<file path="config.mk">
export PLATFORM = sky130hd
export DESIGN_NAME = regfile_mp
export DESIGN_NICKNAME = d
export VERILOG_FILES = /design/src/rtl/regfile_mp.sv
export SDC_FILE = /design/constraint.sdc
export NUM_CORES = 1
export LEC_CHECK = 0
export CAP_MARGIN = 10
export CORE_ASPECT_RATIO = 1.1
export CORE_MARGIN = 4
export CORE_UTILIZATION = 40
export DETAILED_ROUTE_END_ITERATION = 7
export SYNTH_ARGS = -nofsm -noshare
export SYNTH_HDL_FRONTEND = slang
export SYNTH_SLANG_ARGS = --single-unit
</file>
<file path="constraint.sdc">
create_clock -name clk -period 4.02 [get_ports clk]
set_clock_uncertainty 0.05 [all_clocks]
set_input_delay 0.603 -clock clk [delete_from_list [all_inputs] [get_ports clk]]
set_output_delay 0.603 -clock clk [all_outputs]
set_load 0.02 [all_outputs]
</file>
<file path="src/rtl/regfile_mp.sv">
// Multi-read-port register file with sequenced zero-initialisation, optional x0 hardwiring
// and optional write-to-read bypass. Storage has no reset so it can map onto RAM.
module regfile_mp #(
    parameter int DATA_W   = 32,
    parameter int ADDR_W   = 5,
    parameter int N_RD     = 2,
    parameter int ZERO_REG = 1,
    parameter int BYPASS   = 1
) (
    input  logic                   clk,
    input  logic                   rst_n,
    input  logic                   i_clear,
    input  logic                   i_we,
    input  logic [ADDR_W-1:0]      i_waddr,
    input  logic [DATA_W-1:0]      i_wdata,
    input  logic [N_RD*ADDR_W-1:0] i_raddr,
    output logic [N_RD*DATA_W-1:0] o_rdata,
    output logic                   o_ready
);
    localparam int                DEPTH = 1 << ADDR_W;
    localparam logic [ADDR_W-1:0] LAST  = ADDR_W'(DEPTH - 1);

    typedef enum logic {ST_INIT, ST_RUN} state_e;

    state_e              state_q, state_d;
    logic [ADDR_W-1:0]   cnt_q, cnt_d;
    logic [DATA_W-1:0]   mem_q [DEPTH];

    logic                wr_acc;
    logic                mem_we;
    logic [ADDR_W-1:0]   mem_waddr;
    logic [DATA_W-1:0]   mem_wdata;

    // o_ready qualifies both sides: reads are valid and a write with i_we high is
    // taken at the edge only while o_ready is high and no clear is requested.
    assign o_ready = (state_q == ST_RUN);
    assign wr_acc  = o_ready && i_we && !i_clear &&
                     !((ZERO_REG != 0) && (i_waddr == '0));

    always_ff @(posedge clk or negedge rst_n) begin
        if (!rst_n) begin
            state_q <= ST_INIT;
            cnt_q   <= '0;
        end else begin
            state_q <= state_d;
            cnt_q   <= cnt_d;
        end
    end

    always_comb begin
        state_d = state_q;
        cnt_d   = cnt_q;
        case (state_q)
            ST_INIT: begin
                if (i_clear) begin
                    cnt_d = '0;
                end else if (cnt_q == LAST) begin
                    state_d = ST_RUN;
                    cnt_d   = '0;
                end else begin
                    cnt_d = cnt_q + 1'b1;
                end
            end
            ST_RUN: begin
                if (i_clear) begin
                    state_d = ST_INIT;
                    cnt_d   = '0;
                end
            end
            default: begin
                state_d = ST_INIT;
                cnt_d   = '0;
            end
        endcase
    end

    // Single storage write port shared by the init sequencer and writeback.
    always_comb begin
        mem_we    = 1'b0;
        mem_waddr = i_waddr;
        mem_wdata = i_wdata;
        if (state_q == ST_INIT) begin
            mem_we    = 1'b1;
            mem_waddr = cnt_q;
            mem_wdata = '0;
        end else if (wr_acc) begin
            mem_we = 1'b1;
        end
    end

    always_ff @(posedge clk) begin
        if (mem_we) begin
            mem_q[mem_waddr] <= mem_wdata;
        end
    end

    for (genvar k = 0; k < N_RD; k++) begin : g_rd
        logic [ADDR_W-1:0] raddr;
        logic [DATA_W-1:0] rd;

        assign raddr = i_raddr[k*ADDR_W +: ADDR_W];

        always_comb begin
            rd = mem_q[raddr];
            if (!o_ready) begin
                rd = '0;
            end else if ((ZERO_REG != 0) && (raddr == '0)) begin
                rd = '0;
            end else if ((BYPASS != 0) && wr_acc && (raddr == i_waddr)) begin
                rd = i_wdata;
            end
        end

        assign o_rdata[k*DATA_W +: DATA_W] = rd;
    end
endmodule
</file>
Yosys cells after proc, flatten, opt, wreduce, memory -nomap -nowiden
Memories as Yosys holds them, arrays and structs flattened.
Cells that the tools add are included.

cells by class
  add/sub/neg operators = 1
  equality and inequality tests = 4
  multiplexer cells = 20
  bitwise gates (word level) = 1
  reduce and logical (&&, ||, !) cells = 10

operators with widths
  kind                 count
  $mux 32              7
  $mux 5               4
  $logic_not 5->1      3
  $eq 5x5->1           2
  $pmux 5 s2           1
  $mux 1               7
  $add 5x1->5 const B  1
  $eq 5x5->1 const B   1
  $logic_and 1x1->1    5
  $logic_not 1->1      2
  $ne 2x2->1 const B   1
  $pmux 1 s2           1
  $not 1->1            1

word-level totals
  register bits = 6
  memory bits (writable) = 1024
  bits of input ports = 51
  output and inout port bits = 65
  logic and storage cells = 39
  memories = 1

memories
  name   depth  width  read ports  clocked after memory_dff  wr ports  RTL line  RTL
  mem_q  32     32     2           0                         1         27        logic [DATA_W-1:0] mem_q [DEPTH];

Logic depth before layout (Yosys ltp)
  word-level depth = 7
  depth in mapped cells = 10
  depth with buffers taken out = 6

Worst setup path after synthesis
No wires, ideal clock.

  path type = flip-flop to flip-flop
  start point = register state_q, in the netlist o_ready
  end point = memory mem_q[10][0] (enable)
  library setup time = 0.421 ns
  data arrival time = 2.805 ns
  required time = 3.549 ns
  path slack = 0.743 ns
  cell stages (with the launch flop) = 7
  path buffers = 2
  clock period less this slack = 3.277 ns
  cells stage by stage = dfrtp_1 -> clkbuf_1 -> clkbuf_1 -> nand2_1 -> o32ai_1 -> nand2_1 -> nor2_1

between the ends
  cells in the longest elaborated chain, start to end = 7
  elaborated cells on any way between the ends = 8
  those cells by class = 5 x mux; 3 x reduce/logical

RTL lines
  item                             RTL line  RTL
  start: declaration               25        state_e state_q, state_d;
  start signal: assignment         45        state_q <= state_d;
  $logic_and 1x1->1 (3 in series)  37        assign wr_acc = o_ready && i_we && !i_clear &&
  $mux 1                           86        end else if (wr_acc) begin
  $mux 1                           82        if (state_q == ST_INIT) begin
  $mux 1                           92        if (mem_we) begin
  $mux 1 (implied by the code)     93        mem_q[mem_waddr] <= mem_wdata;
  end: declaration                 27

Parallel ways exist; a longest one is shown, timed or not.

Worst setup path in the final report
  start point = input port i_raddr[9]
  end point = output port o_rdata[32]

between the ends
  cells in the longest elaborated chain, start to end = 5
  elaborated cells on any way between the ends = 7
  those cells by class = 1 x eq/ne; 3 x mux; 2 x reduce/logical; 1 x memory

RTL lines
  item                                                                   RTL line  RTL
  start: declaration                                                     16        input logic [N_RD*ADDR_W-1:0] i_raddr,
  parallel branches: the longest is 3 deep, another holds $mem_v2 32x32  n/a
  $mux 32 *                                                              107       end else if ((ZERO_REG != 0) && (raddr == '0)) begin
  $mux 32 *                                                              105       if (!o_ready) begin
  end: declaration                                                       17        output logic [N_RD*DATA_W-1:0] o_rdata,

Every way passes the cells marked *.

==> impl_metrics.toml <==
[status]
status = "finished, final reports clean"

[sta]
fin_crit_sh_pct = 98.99
slew_viol_final = 0
setup_viol = 0
whs_ps = 116.4
period_minus_slack_ps = 3979
tightest_slew_ps = 1172
rsz0062_at_grt = "false"
maxSlewHeadroom_pct = 21.88
fmax_mhz = 251.3
setup_tns_ps = 0
finalHoldViolCount = 0

[setup_path]
path_cells = "clkdlybuf4s50_1 > xnor2_2 > nand3_1 > or4b_2 > buf_12 > a32oi_1 > nand2_2 > clkdlybuf4s15_1"
crit_path_max_incr_delay_ps = 740
path_max_fanout = 25
worstPathRequired_ps = 3370
crit_arrival_ps = 3330
end_kind = "output pin"
startpoint_type = "input pin"
critPathSlowestCell = "or4b_2"
crit_type = "in2out"

[finish]
final_cell_mix = "edfxtp_1, mux4_2, mux2i_1"
stdcell_count = 4721
num-fill-cells = 10200
drive_gt1_share_pct = 29.48
area_growth_pct = 17.50
fin_nets = 3049
final_common_cell = "edfxtp_1"

[clock_network]
clkSlewWorstSetupHoldPaths_ps = 60
root_buffer = "clkbuf_16"
htree_levels = 3
clock-sinks = 1030
cts_tree = "done"
cts_buffers = 110
clk_latency_ps = 690
cts_buffer_depth = 3

[global_route]
antenna_found_initial = 9
grt_max_degree = 51
grt_pass1_vias = 31620
track_usage_pct = 25.94
grt-ovfl-total = 0
grt_pass1_wl_mm = 237.7

[logic_synthesis]
synthCells = 2736
synth_cell_types = 61
yosysWarnings = 0
synth_edf_count = 1024
synth_area_leaders = "edfxtp_1, mux4_2, mux2i_1, o221ai_1, o22ai_1"
synthFlopType = "edfxtp_1"
syn_area_per_cell_um2 = 18.03
postSynth.asyncResetShare_pct = 0.5825
netlist_area_mm2 = 0.04933
ys_seq_area_share_pct = 62.63
syn_nets = 2789
ys_seq_elements = 1030
synth_top_area_cell = "edfxtp_1"
synth_top_area_share_pct = 62.33

[pwr]
switching_share_pct = 22.95
internal_power_uw = 18450
p_leak_uw = 0.02031
comb_power_share_pct = 9.0
power_frac_seq_pct = 49.4
p_per_area_mw_per_mm2 = 413.0
p_clk_share_pct = 41.6
switchingPower_uw = 5494
ir_drop_v = 0.0003162

[floorplan]
placementRows = 134
core-area_mm2 = 0.1219
initial_core_util_pct = 40.48
dieWidth_um = 342.9
die_y_um = 376.3
dieArea_mm2 = 0.1290
ios = 116

[detailed_routing]
wirelength_mm = 169.3
postRouteAntennaNets = 0
vias = 31290
post-route-drc-count = 0
drt_iter0_markers = 4370
wire_per_inst_um = 35.86
viasPerCell = 6.628
drt_pass1_iterations = 8

[place]
place_hpwl_mm = 102.1
dp_cells = 4514
place_congestion = 0.9050
port_buffers = 115

[flow_run]
drv_cap = 0

[worst_hold_path]
hold_path.class = "in2async"
synth_stat cells (6+ instances only):
master / n
o22a_1: 11
inv_1: 9
o211ai_1: 13
buf_6: 33
o21ai_0: 27
nor2_1: 66
o21a_1: 14
a21oi_1: 45
nand3_1: 12
mux2i_1: 297
nor3_1: 15
edfxtp_1: 1024
a2bb2oi_1: 13
buf_2: 48
mux2_2: 10
buf_1: 21
clkbuf_1: 89
o22ai_1: 95
nor4_1: 6
and2_1: 48
a32o_1: 7
buf_4: 27
xnor2_1: 9
a31oi_1: 9
o311a_1: 10
o221ai_1: 98
a32oi_1: 21
a2111oi_0: 6
a221oi_1: 6
o21ai_1: 24
nand2_1: 130
mux4_2: 411
dfrtp_1: 6
o31ai_1: 6
a211o_1: 7
final cells by class:
| type | instances | area [um^2] | share of cell area (%) |
|---|---|---|---|
| Clock inverter | 65 | 608.1 | 1.049 |
| Antenna cell | 2 | 5.005 | 0.008633 |
| Multi-Input combinational cell | 1471 | 17390 | 30.00 |
| Sequential cell | 1030 | 30900 | 53.30 |
| Timing Repair Buffer | 373 | 4083 | 7.043 |
| Tap cell | 1632 | 2042 | 3.522 |
| Inverter | 10 | 41.29 | 0.07123 |
| Clock buffer | 138 | 2900 | 5.003 |
cell families (layout without fill, tap and decap cells):
kind of cell	count (synthesis)	after routing	synth area share [%]
compound gates	428	428	6.328
xor+xnor	12	12	0.2131
fa+ha+maj	2	2	0.05071
buf+inv	235	586	2.800
flops	1030	1030	62.63
mux	721	721	25.08
other cells	0	2	0
simple gates	308	308	2.891
routing by layer:
layer  wire (um)  GRT usage [%]
met5          46              0
met4        7093          9.420
met3       19590          5.803
met2       78060          40.54
met1       64520          35.88
path summary, 6_finish.rpt:
check	from	slack, ps	end	cells past startpoint
max reg2reg	o_ready$_DFF_PN0_	940	mem_q[24][3]$_DFFE_PP_	8
min	rst_n	120	cnt_q[0]$_DFFE_PN0P_	1
min reg2reg	cnt_q[0]$_DFFE_PN0P_	600	cnt_q[0]$_DFFE_PN0P_	2
min in group clk	cnt_q[0]$_DFFE_PN0P_	600	cnt_q[0]$_DFFE_PN0P_	2
max	i_raddr[9]	40	o_rdata[32]	8
max in group asynchronous	rst_n	3550	o_ready$_DFF_PN0_	1
through the flow:
step / instance area, um^2 / power, uW / setup WS [ps] / utilization (%)
after floorplan: 49330 / 13280 / 743.4 / -
after global placement: 54300 / 14150 / -445.1 / 44.55
after detailed placement: 54320 / 14170 / -206.2 / 44.56
after CTS: 57830 / 24050 / 9.610 / 47.45
after global routing: 57970 / 24640 / 1.989 / 47.56
final: 57970 / 23940 / 40.68 / 47.56
timing repair:
item,CTS,global route
hold buffers,0,0
resized for setup,25,34
setup buffers,0,2
endpoints found under the setup margin,25,36
state kept, by name, summed over array words and instances, names as in the netlist:
signal	flops
o_ready	1
cnt_q	5
mem_q	1024
critical path: cells and delay by family:
family	cells	cell delay, ps
buf+inv	3	1210
simple gates	3	1030
compound gates	1	270
xor+xnor	1	170
power groups by stage:
| stage | clock, uW | combinational, uW | sequential [uW] |
|---|---|---|---|
| 6_report | 9960 | 2160 | 11800 |
| 5_1_grt | 10600 | 2230 | 11800 |
| 4_1_cts | 10100 | 2140 | 11800 |
| 3_5_place_dp | 0 | 2130 | 12000 |
| 3_3_place_gp | 0 | 2130 | 12000 |
| 2_1_floorplan | 0 | 1250 | 12000 |
Power figures use the tool's default switching activity.
